===== src/rtl/ocp_burst_wr_slave_pkg.sv =====
// Shared encodings for the OCP burst write slave: command and response codes
// on the OCP side and the write-FSM state type.
package ocp_pkg;

    localparam int OCP_BLEN_W = 4;

    localparam logic [2:0] OCP_IDLE = 3'b000;
    localparam logic [2:0] OCP_WR   = 3'b001;
    localparam logic [2:0] OCP_RD   = 3'b010;

    localparam logic [1:0] OCP_NULL = 2'b00;
    localparam logic [1:0] OCP_DVA  = 2'b01;
    localparam logic [1:0] OCP_ERR  = 2'b11;

    typedef enum logic [1:0] {
        S_IDLE  = 2'd0,
        S_BURST = 2'd1,
        S_RESP  = 2'd2
    } ocp_wr_state_t;

endpackage


===== src/rtl/ocp_burst_wr_slave_if.sv =====
// OCP request/response bundle between a write master and ocp_burst_wr_slave.
interface ocp_burst_wr_slave_if
    import ocp_pkg::*;
#(
    parameter int Width = 32,
    parameter int AddrW = 4
);

    logic [2:0]            MCmd;
    logic [AddrW-1:0]      MAddr;
    logic [Width-1:0]      MData;
    logic [OCP_BLEN_W-1:0] MBurstLength;
    logic                  SCmdAccept;
    logic [1:0]            SResp;

    modport master (
        output MCmd, MAddr, MData, MBurstLength,
        input  SCmdAccept, SResp
    );

    modport slave (
        input  MCmd, MAddr, MData, MBurstLength,
        output SCmdAccept, SResp
    );

endinterface


===== src/rtl/ocp_burst_wr_slave_beat_cnt.sv =====
// Beat counter for ocp_burst_wr_slave: next beat address, remaining beats
// and the last-beat flag. Loaded on a burst's first beat, stepped per beat.
module ocp_beat_cnt
    import ocp_pkg::*;
#(
    parameter int AddrW = 4
) (
    input  logic                  clk,
    input  logic                  rst_n,
    input  logic                  load,
    input  logic                  step,
    input  logic [AddrW-1:0]      load_addr,
    input  logic [OCP_BLEN_W-1:0] load_len,
    output logic [AddrW-1:0]      addr,
    output logic                  last
);

    logic [AddrW-1:0]      addr_r;
    logic [OCP_BLEN_W-1:0] remaining_r;

    // Address holds the beat that comes next; the increment wraps modulo 2**AddrW.
    always_ff @(posedge clk or negedge rst_n) begin
        if (!rst_n) begin
            addr_r      <= {AddrW{1'b0}};
            remaining_r <= {OCP_BLEN_W{1'b0}};
        end else if (load) begin
            addr_r      <= load_addr + {{(AddrW-1){1'b0}}, 1'b1};
            remaining_r <= load_len - {{(OCP_BLEN_W-1){1'b0}}, 1'b1};
        end else if (step) begin
            addr_r      <= addr_r + {{(AddrW-1){1'b0}}, 1'b1};
            remaining_r <= remaining_r - {{(OCP_BLEN_W-1){1'b0}}, 1'b1};
        end else begin
            addr_r      <= addr_r;
            remaining_r <= remaining_r;
        end
    end

    assign addr = addr_r;
    assign last = (remaining_r == {{(OCP_BLEN_W-1){1'b0}}, 1'b1});

endmodule


===== src/rtl/ocp_burst_wr_slave.sv =====
// OCP burst write slave feeding a bank of 2**AddrW registers through one-hot
// load enables. Define OCP_BURST_WRAP_EN to let bursts wrap past the top address.
module ocp_burst_wr_slave
    import ocp_pkg::*;
#(
    parameter int Width    = 32,
    parameter int AddrW    = 4,
    parameter int MaxBurst = 8
) (
    input  logic                  clk,
    input  logic                  rst_n,
    ocp_burst_wr_slave_if.slave   bus,
    output logic [2**AddrW-1:0]   reg_ld,
    output logic [Width-1:0]      reg_d,
    output logic                  reg_sclr
);

    localparam int NumRegs = 2**AddrW;

    ocp_wr_state_t         state_r;
    ocp_wr_state_t         state_s;
    logic                  accept_r;
    logic [1:0]            resp_r;
    logic [1:0]            resp_s;
    logic [NumRegs-1:0]    ld_r;
    logic [Width-1:0]      d_r;
    logic                  sclr_r;

    logic                  write_s;
    logic                  load_s;
    logic                  step_s;
    logic [AddrW-1:0]      beat_addr_s;
    logic [AddrW-1:0]      cnt_addr_s;
    logic                  cnt_last_s;
    logic                  len_ok_s;
    logic                  range_ok_s;
    logic                  first_ok_s;

    function automatic logic [NumRegs-1:0] onehot(input logic [AddrW-1:0] a);
        logic [NumRegs-1:0] v;
        v = {NumRegs{1'b0}};
        for (int i = 0; i < NumRegs; i++) begin
            v[i] = (a == AddrW'(i));
        end
        return v;
    endfunction

    ocp_beat_cnt #(
        .AddrW (AddrW)
    ) u_beat_cnt (
        .clk       (clk),
        .rst_n     (rst_n),
        .load      (load_s),
        .step      (step_s),
        .load_addr (bus.MAddr),
        .load_len  (bus.MBurstLength),
        .addr      (cnt_addr_s),
        .last      (cnt_last_s)
    );

    assign len_ok_s = (bus.MBurstLength != {OCP_BLEN_W{1'b0}}) &&
                      (bus.MBurstLength <= OCP_BLEN_W'(MaxBurst));
`ifdef OCP_BURST_WRAP_EN
    assign range_ok_s = 1'b1;
`else
    // A burst must fit between its start address and the top of the bank.
    assign range_ok_s = (32'(bus.MAddr) + 32'(bus.MBurstLength)) <= 32'(NumRegs);
`endif
    assign first_ok_s = (bus.MCmd == OCP_WR) && len_ok_s && range_ok_s;

    // Write FSM: next state, beat strobes and the response code for RESP.
    always_comb begin
        state_s     = state_r;
        write_s     = 1'b0;
        load_s      = 1'b0;
        step_s      = 1'b0;
        beat_addr_s = cnt_addr_s;
        resp_s      = OCP_NULL;
        case (state_r)
            S_IDLE: begin
                if (!accept_r) begin
                    state_s = S_IDLE;
                end else if (first_ok_s) begin
                    write_s     = 1'b1;
                    load_s      = 1'b1;
                    beat_addr_s = bus.MAddr;
                    if (bus.MBurstLength == {{(OCP_BLEN_W-1){1'b0}}, 1'b1}) begin
                        state_s = S_RESP;
                        resp_s  = OCP_DVA;
                    end else begin
                        state_s = S_BURST;
                    end
                end else if (bus.MCmd == OCP_IDLE) begin
                    state_s = S_IDLE;
                end else begin
                    state_s = S_RESP;
                    resp_s  = OCP_ERR;
                end
            end
            S_BURST: begin
                case (bus.MCmd)
                    OCP_WR: begin
                        write_s = 1'b1;
                        step_s  = 1'b1;
                        if (cnt_last_s) begin
                            state_s = S_RESP;
                            resp_s  = OCP_DVA;
                        end else begin
                            state_s = S_BURST;
                        end
                    end
                    OCP_IDLE: begin
                        state_s = S_BURST;
                    end
                    default: begin
                        state_s = S_RESP;
                        resp_s  = OCP_ERR;
                    end
                endcase
            end
            S_RESP: begin
                state_s = S_IDLE;
            end
            default: begin
                state_s = S_IDLE;
            end
        endcase
    end

    // State register.
    always_ff @(posedge clk or negedge rst_n) begin
        if (!rst_n) begin
            state_r <= S_IDLE;
        end else begin
            state_r <= state_s;
        end
    end

    // Registered bus handshake; acceptance drops exactly for the RESP cycle.
    always_ff @(posedge clk or negedge rst_n) begin
        if (!rst_n) begin
            accept_r <= 1'b0;
            resp_r   <= OCP_NULL;
            sclr_r   <= 1'b1;
        end else begin
            accept_r <= (state_s != S_RESP);
            resp_r   <= resp_s;
            sclr_r   <= 1'b0;
        end
    end

    // Register-bank drive: one load pulse per accepted beat, data held between beats.
    always_ff @(posedge clk or negedge rst_n) begin
        if (!rst_n) begin
            ld_r <= {NumRegs{1'b0}};
            d_r  <= {Width{1'b0}};
        end else if (write_s) begin
            ld_r <= onehot(beat_addr_s);
            d_r  <= bus.MData;
        end else begin
            ld_r <= {NumRegs{1'b0}};
            d_r  <= d_r;
        end
    end

    assign bus.SCmdAccept = accept_r;
    assign bus.SResp      = resp_r;
    assign reg_ld         = ld_r;
    assign reg_d          = d_r;
    assign reg_sclr       = sclr_r;

endmodule


===== src/flat_wrapper.sv =====
// flat-port wrapper written by rule: the top's interface ports become plain ports
module ocp_burst_wr_slave_flat import ocp_pkg::*;
#(
    parameter int Width    = 32,
    parameter int AddrW    = 4,
    parameter int MaxBurst = 8
)
  (clk, rst_n, reg_ld, reg_d, reg_sclr, bus_MCmd, bus_MAddr, bus_MData, bus_MBurstLength, bus_SCmdAccept, bus_SResp);
  ocp_burst_wr_slave_if #(.Width(Width), .AddrW(AddrW)) bus_i ();
  input  logic clk;
  input  logic rst_n;
  output logic [2**AddrW-1:0] reg_ld;
  output logic [Width-1:0] reg_d;
  output logic reg_sclr;
  input wire logic [$bits(bus_i.MCmd)-1:0] bus_MCmd;
  input wire logic [$bits(bus_i.MAddr)-1:0] bus_MAddr;
  input wire logic [$bits(bus_i.MData)-1:0] bus_MData;
  input wire logic [$bits(bus_i.MBurstLength)-1:0] bus_MBurstLength;
  output wire logic [$bits(bus_i.SCmdAccept)-1:0] bus_SCmdAccept;
  output wire logic [$bits(bus_i.SResp)-1:0] bus_SResp;
  assign bus_i.MCmd = bus_MCmd;
  assign bus_i.MAddr = bus_MAddr;
  assign bus_i.MData = bus_MData;
  assign bus_i.MBurstLength = bus_MBurstLength;
  assign bus_SCmdAccept = bus_i.SCmdAccept;
  assign bus_SResp = bus_i.SResp;
  ocp_burst_wr_slave #(.Width(Width), .AddrW(AddrW), .MaxBurst(MaxBurst)) u_core (.clk(clk), .rst_n(rst_n), .bus(bus_i), .reg_ld(reg_ld), .reg_d(reg_d), .reg_sclr(reg_sclr));
endmodule

===== config.mk =====
export PLATFORM = sky130hd
export DESIGN_NAME = ocp_burst_wr_slave_flat
export DESIGN_NICKNAME = d
export VERILOG_FILES = /design/src/rtl/ocp_burst_wr_slave_pkg.sv /design/src/rtl/ocp_burst_wr_slave_if.sv /design/src/rtl/ocp_burst_wr_slave_beat_cnt.sv /design/src/rtl/ocp_burst_wr_slave.sv /design/src/flat_wrapper.sv
export SDC_FILE = /design/constraint.sdc
export NUM_CORES = 1
export LEC_CHECK = 0
export CAP_MARGIN = 0
export CELL_PAD_IN_SITES_DETAIL_PLACEMENT = 1
export CELL_PAD_IN_SITES_GLOBAL_PLACEMENT = 2
export CORE_MARGIN = 2
export CORE_UTILIZATION = 29
export CTS_BUF_LIST = sky130_fd_sc_hd__clkbuf_8
export DETAILED_ROUTE_END_ITERATION = 7
export HOLD_SLACK_MARGIN = 0.02
export PLACE_DENSITY = 0.8
export SETUP_SLACK_MARGIN = 0.1
export SLEW_MARGIN = 20
export SYNTH_ARGS = -nofsm -noshare
export SYNTH_HDL_FRONTEND = slang
export SYNTH_SLANG_ARGS = --single-unit

===== constraint.sdc =====
create_clock -name clk -period 2.7 [get_ports clk]
set_input_delay 0.54 -clock clk [delete_from_list [all_inputs] [get_ports clk]]
set_output_delay 0.54 -clock clk [all_outputs]
set_load 0.02 [all_outputs]

* Word-level counts from Yosys, hierarchy flattened
Cells that the tools add are included.
** Operators by class
- Muxes and demuxes :: 28
- Add/sub/neg operators :: 5
- Reduce and logical (&&, ||, !) cells :: 8
- Magnitude comparators :: 2
- Equal/unequal tests :: 20
** Operator list (count)
- equality test 4 bit (second input constant) :: 8
- less-or-equal comparator 32 x 5 -> 1 bit (second input constant) :: 1
- 2-to-1 mux 4 bit :: 7
- equality test 4 x 3 -> 1 bit (second input constant) :: 4
- 2-to-1 mux 16 bit :: 1
- 2-to-1 mux 2 bit :: 8
- case mux 2 bit (2 select lines) :: 4
- equality test 4 x 1 -> 1 bit (second input constant) :: 3
- adder 4 x 1 -> 4 bit (second input constant) :: 2
- equality test 4 x 2 -> 1 bit (second input constant) :: 2
- subtractor 4 x 1 -> 4 bit (second input constant) :: 2
- 2-to-1 mux 1 bit :: 7
- adder 4 x 4 -> 5 bit :: 1
- less-or-equal comparator 4 bit (second input constant) :: 1
- zero test 4 bit :: 1
- nonzero test 4 bit :: 1
- equality test 3 x 1 -> 1 bit (second input constant) :: 1
- logical AND 1 bit :: 3
- zero test 3 bit :: 1
- equality test 2 x 1 -> 1 bit (second input constant) :: 1
- zero test 2 bit :: 1
- inequality test 2 bit (second input constant) :: 1
- case mux 1 bit (2 select lines) :: 1
- nonzero test 2 bit :: 1
** Storage, ports and cells
- Flip-flop bits (word level) :: 62
- Bits of input ports :: 45

* Longest topological paths before layout
- Word-level depth :: 9
- Mapped depth :: 13

* Hierarchy
From an unflattened synthesis, not the netlist that was laid out.
** Second synthesis, totals
- Cells, all modules :: 231
- Area, all modules :: 2889.0 µm²
** By module, submodules not included
- ocp_burst_wr_slave :: cells each 180, times used 1, sequential area each 1327.5 µm², area an instance 2352.3 µm²
- ocp_beat_cnt :: cells each 51, times used 1, sequential area each 200.2 µm², area an instance 536.8 µm²

* Worst setup path before layout
No wires, ideal clock.
- Path kind :: input port to flip-flop
- From :: input port bus_MBurstLength[0]
- To :: register u_core.u_beat_cnt.addr_r[1], in the netlist u_core.u_beat_cnt.addr[1]
- Setup slack :: -0.479 ns
- Arrival :: 3.054 ns
- Stages :: 11
- Required time :: 2.575 ns
- Setup time :: 0.125 ns
- Path through :: ha_1 inv_1 fa_1 xor2_1 nand3b_1 a2111oi_2 o211a_1 buf_6 mux2_2 ha_1 mux2_2
** On the way
- Cells in the longest elaborated chain, start to end :: 8
** RTL lines
- start, declared :: line flat_wrapper.sv:18 : input wire logic [$bits(bus_i.MBurstLength)-1:0] bus_MBurstLength;
- parallel branches: the longest is 3 deep, another holds less-or-equal comparator 32 x 5 -> 1 bit
- logical AND 1 bit * :: line ocp_burst_wr_slave.sv:69 : assign first_ok_s = (bus.MCmd == OCP_WR) && len_ok_s && range_ok_s;
- 2-to-1 mux 1 bit * :: line ocp_burst_wr_slave.sv:83 : end else if (first_ok_s) begin
- 2-to-1 mux 1 bit * :: line ocp_burst_wr_slave.sv:81 : if (!accept_r) begin
- 2-to-1 mux 1 bit * :: line ocp_burst_wr_slave.sv:79 : case (state_r)
- 2-to-1 mux 4 bit / nonzero test 2 bit (equally long branches)
- end signal, assigned :: line ocp_burst_wr_slave_beat_cnt.sv:24 : addr_r <= {AddrW{1'b0}};
- end signal, assigned :: line ocp_burst_wr_slave_beat_cnt.sv:27 : addr_r <= load_addr + {{(AddrW-1){1'b0}}, 1'b1};
- end signal, assigned :: line ocp_burst_wr_slave_beat_cnt.sv:30 : addr_r <= addr_r + {{(AddrW-1){1'b0}}, 1'b1};
- end, declared :: line ocp_burst_wr_slave_beat_cnt.sv:18 : logic [AddrW-1:0] addr_r;
Mark *: on every way between the ends.
A chain may end at the register's enable or synchronous reset.

* Worst setup path in the final report
- From :: input port bus_MAddr[0]
- To :: register u_core.u_beat_cnt.addr_r[1], in the netlist u_core.u_beat_cnt.addr[1]
** On the way
- Cells in the longest elaborated chain, start to end :: 7
** RTL lines
- start, declared :: line flat_wrapper.sv:16 : input wire logic [$bits(bus_i.MAddr)-1:0] bus_MAddr;
- adder 4 x 4 -> 5 bit :: line ocp_burst_wr_slave.sv:67 : assign range_ok_s = (32'(bus.MAddr) + 32'(bus.MBurstLength)) <= 32'(NumRegs);
- less-or-equal comparator 32 x 5 -> 1 bit :: line ocp_burst_wr_slave.sv:67
- logical AND 1 bit :: line ocp_burst_wr_slave.sv:69
- 2-to-1 mux 1 bit :: line ocp_burst_wr_slave.sv:83
- 2-to-1 mux 1 bit :: line ocp_burst_wr_slave.sv:81
- 2-to-1 mux 1 bit :: line ocp_burst_wr_slave.sv:79
- 2-to-1 mux 4 bit / nonzero test 2 bit (equally long branches)
Parallel ways exist; a longest one is shown, timed or not.

==> results.tsv <==
stage	metric	value	unit
run_status	outcome	complete, no violations	
setup_path	r2r_slack	0.74	ns
setup_path	critical_path.most_common_cell	ha_4	
sta	final-hold-violation-count	0	
synthesis	yosys_warnings	0	
sta	slew_violations	0	
setup_path	reg2reg_depth	6	
cts	cts_tree	yes	
global_routing	grt_pass1_vias	2468	
detailed_routing	drt-pass1-iter-count	4	
power	p_switching	1.13	mW
sta	period_share	97.2	%
sta	period_needed	2.62	ns
global_routing	grt.overflow.total	0	
floorplan	core	9640	um2
cts	cts_buffers	9	
cells_and_area	nets	424	
power	vdd_drop_max	450	uV
cts	cts_htree_levels	3	
power	p_clk_share	23.7	%
setup_path	crit_type	primary input to register	
synthesis	yosysTopAreaCellShare	53.0	%
synthesis	synth_ff_type	dfrtp_1	
cells_and_area	antenna_cells	0	
global_routing	antenna_found_initial	0	
cts	cts_sinks	61	
synthesis	synth_edf_count	0	
synthesis	synthArstFlopShare	100	%
floorplan	row_count	36	
synthesis	syn_avg_cell_area	12.2	um2
setup_path	crit_slowest_cell	fa_2	
global_routing	grt_pass1_wl	12.4	mm
synthesis	syn_inst	232	
global_routing	grt_max_degree	35	
floorplan	ios	97	
synthesis	synthDistinctLibCells	47	
cts	clkSlewWorstSetupHoldPaths	0.07	ns
place	dp_slack	-0.793	ns
cts	clock_latency	0.33	ns
floorplan	start_util	29.4	%
sta	slew_headroom	57.3	%
detailed_routing	dr_total_vias	2351	
place	port_buffers	96	
power	p_int	2.38	mW
cells_and_area	instances_no_fill	507	
flow_run	drv_cap	0	
setup_path	worstPathArrival	2.84	ns
synthesis	synthesis.area	2830	um2
synthesis	syn-num-nets	287	
cells_and_area	drive_gt1_share	30.5	%
sta	finalClockSkew	0.00513	ns
setup_path	reg2reg_to	u_core.u_beat_cnt.addr[1]	
synthesis	ys_seq_area_share	53.9	%
detailed_routing	drc	0	
setup_path	setup.worst_path.start_class	primary input	
power	p_sw_share	32.3	%
place	gp_congestion	0.781	
floorplan	chipHeight	103	um
place	dp.cells	478	
sta	finalSetupTns	0	ns
sta	rsz0062_at_grt	yes	
detailed_routing	post_drt_via_cell_ratio	4.64	
detailed_routing	drt_wl_total	7.89	mm
place	dp.final_hpwl	5.49	mm
setup_path	crit_family	adder cells	
worst_hold_path	hold_class	primary input to asynchronous set/reset pin	
sta	tightest_slew	0.640	ns
synthesis	ys_top_cells_by_area	dfrtp_1, mux2_2, ha_1	
detailed_routing	ant_nets	0	
setup_path	cp-end-kind	register	
power	p_leak	2.09	nW
setup_path	path_buf_inv	2	
synthesis	ys_ff_latch	61	
cells_and_area	syn2layout_area_growth	65.5	%
setup_path	required	2.92	ns
cts	hold_buffers	0	
cts	root_buffer	clkbuf_8	
sta	setup_viol	0	
cts	cts_max_path_buffers	2	
power	comb_power_share	38.4	%
global_routing	grt.total_usage	15.3	%
sta	setup_slack	0.0756	ns
power	seq_power_share	37.9	%
setup_path	max_stage_delay	0.52	ns
setup_path	worstReg2RegStart	u_core.state_r[0]	
synthesis	synth_top_area_cell	dfrtp_1	
detailed_routing	drt_iter0_markers	46	
setup_path	path_cells	buf_8 > ha_4 > inv_2 > fa_2 > nand3b_1 > o32ai_2 > o211a_1 > mux2_4 > ha_4 > mux2_2	
power	powerDensity	749	nW/um2
detailed_routing	wl_per_cell	15.6	um
cells_and_area	fillers	1059	
floorplan	die_w	103	um
sta	fin_hold_ws	0.232	ns
setup_path	worst-path-max-fanout	4	
floorplan	dieArea	10600	um2
sta	max_freq	381	MHz
==> worst max-delay path by stage <==
stage / start / endpoint / slack (ns) / cells past startpoint
after floorplan: bus_MBurstLength[0] / u_core.u_beat_cnt.addr[1] / -0.25 / 10
after global placement: bus_MBurstLength[0] / u_core.u_beat_cnt.addr[1] / -0.72 / 10
after detailed placement: bus_MBurstLength[0] / u_core.u_beat_cnt.addr[1] / -0.79 / 11
after CTS: bus_MAddr[0] / u_core.u_beat_cnt.addr[1] / 0.07 / 10
after global routing: bus_MAddr[0] / u_core.u_beat_cnt.addr[1] / 0.01 / 10
final: bus_MAddr[0] / u_core.u_beat_cnt.addr[1] / 0.08 / 10
==> area by class of cell <==
class                      instances  area [um2]  share of cell area, %
clock buffer                      11         151                   3.23
multi-input combinational        150        1350                   28.7
timing repair buffer             136        1400                   29.9
inverter                          11        43.8                  0.934
sequential                        61        1530                   32.6
clock inverter                     5        51.3                   1.09
tap                              133         166                   3.55
==> per-stage QoR <==
step	instance area, um2	total power [mW]	utilization (%)
floorplan	2890	1.98	-
global placement	4170	2.56	43.3
detailed placement	4170	2.60	43.3
CTS	4550	3.50	47.2
global route	4690	3.71	48.6
finish	4690	3.51	48.6
==> repair_timing <==
| action | in CTS | in global routing |
|---|---|---|
| resized for setup | 33 | 21 |
| pin swaps | 10 | 3 |
| cloned | 2 | 2 |
| setup endpoints to repair | 57 | 35 |
| setup buffers | 8 | 1 |
==> synthesized netlist by cell type, types with 2 or more instances <==
cell type,number
ha_1,9
nand3b_1,3
buf_6,4
xor2_1,4
o22ai_1,6
nand2b_1,6
or3_1,2
o21ai_0,5
o211a_1,2
buf_1,3
nand3_1,5
mux2_2,35
o32ai_1,5
nand2_1,12
dfrtp_1,60
nor3_1,5
nor2b_1,2
xnor2_1,6
a21oi_1,9
inv_1,11
nor2_1,12
==> logic make-up (layout without fill, tap and decap cells) <==
logic type / after synthesis / after routing / share of synthesized area [%]
flip-flops: 61 / 61 / 53.9
AND/OR/NAND/NOR: 56 / 56 / 10.6
AO/OA/AOI/OAI: 37 / 37 / 9.28
multiplexers: 36 / 36 / 14.3
buffers and inverters: 21 / 163 / 4.02
adder cells (fa/ha/maj): 10 / 10 / 4.68
XOR/XNOR: 10 / 10 / 3.09
other: 1 / 1 / 0.132
==> layer usage <==
metal | global-route usage [%] | vias to the layer above | share of wire, %
met3 | 4.47 | 11 | 4.9
met5 | 0 | - | 0
met1 | 18.7 | 1175 | 42
met2 | 26.2 | 63 | 52
li1 | - | 1102 | -
met4 | 4.66 | 0 | 1.2
==> power by group through the flow <==
stage | combinational [mW] | sequential [mW] | clock [mW]
2_1_floorplan | 0.456 | 1.52 | 0
3_3_place_gp | 1.23 | 1.33 | 0
3_5_place_dp | 1.26 | 1.35 | 0
4_1_cts | 1.30 | 1.33 | 0.866
5_1_grt | 1.45 | 1.37 | 0.902
6_report | 1.35 | 1.33 | 0.832
==> flip-flops by register name (all words and copies together) (netlist names) <==
| signal | count |
|---|---|
| u_core.bus.SResp | 2 |
| u_core.bus.SCmdAccept | 1 |
| u_core.state_r | 1 |
| u_core.u_beat_cnt.addr | 4 |
| u_core.reg_sclr | 1 |
| u_core.reg_ld | 16 |
| u_core.reg_d | 32 |
| u_core.u_beat_cnt.remaining_r | 4 |
==> cell usage in the layout, fill, tap and decap left out, drive strengths merged, types with 2 or more instances in the layout <==
| cell | n |
|---|---|
| o21ai | 5 |
| nand2b | 6 |
| buf | 43 |
| dfrtp | 60 |
| nor2 | 13 |
| or3 | 2 |
| clkinv | 2 |
| xor2 | 4 |
| clkbuf | 13 |
| o32ai | 5 |
| xnor2 | 6 |
| clkdlybuf4s50 | 88 |
| o22ai | 6 |
| dlygate4sd2 | 2 |
| nand2 | 12 |
| nor2b | 2 |
| nor3 | 5 |
| mux2 | 35 |
| a21oi | 9 |
| ha | 9 |
| nand3b | 3 |
| inv | 12 |
| o211a | 2 |
| nand3 | 5 |
Note: power is estimated with default switching activity, not from simulation.
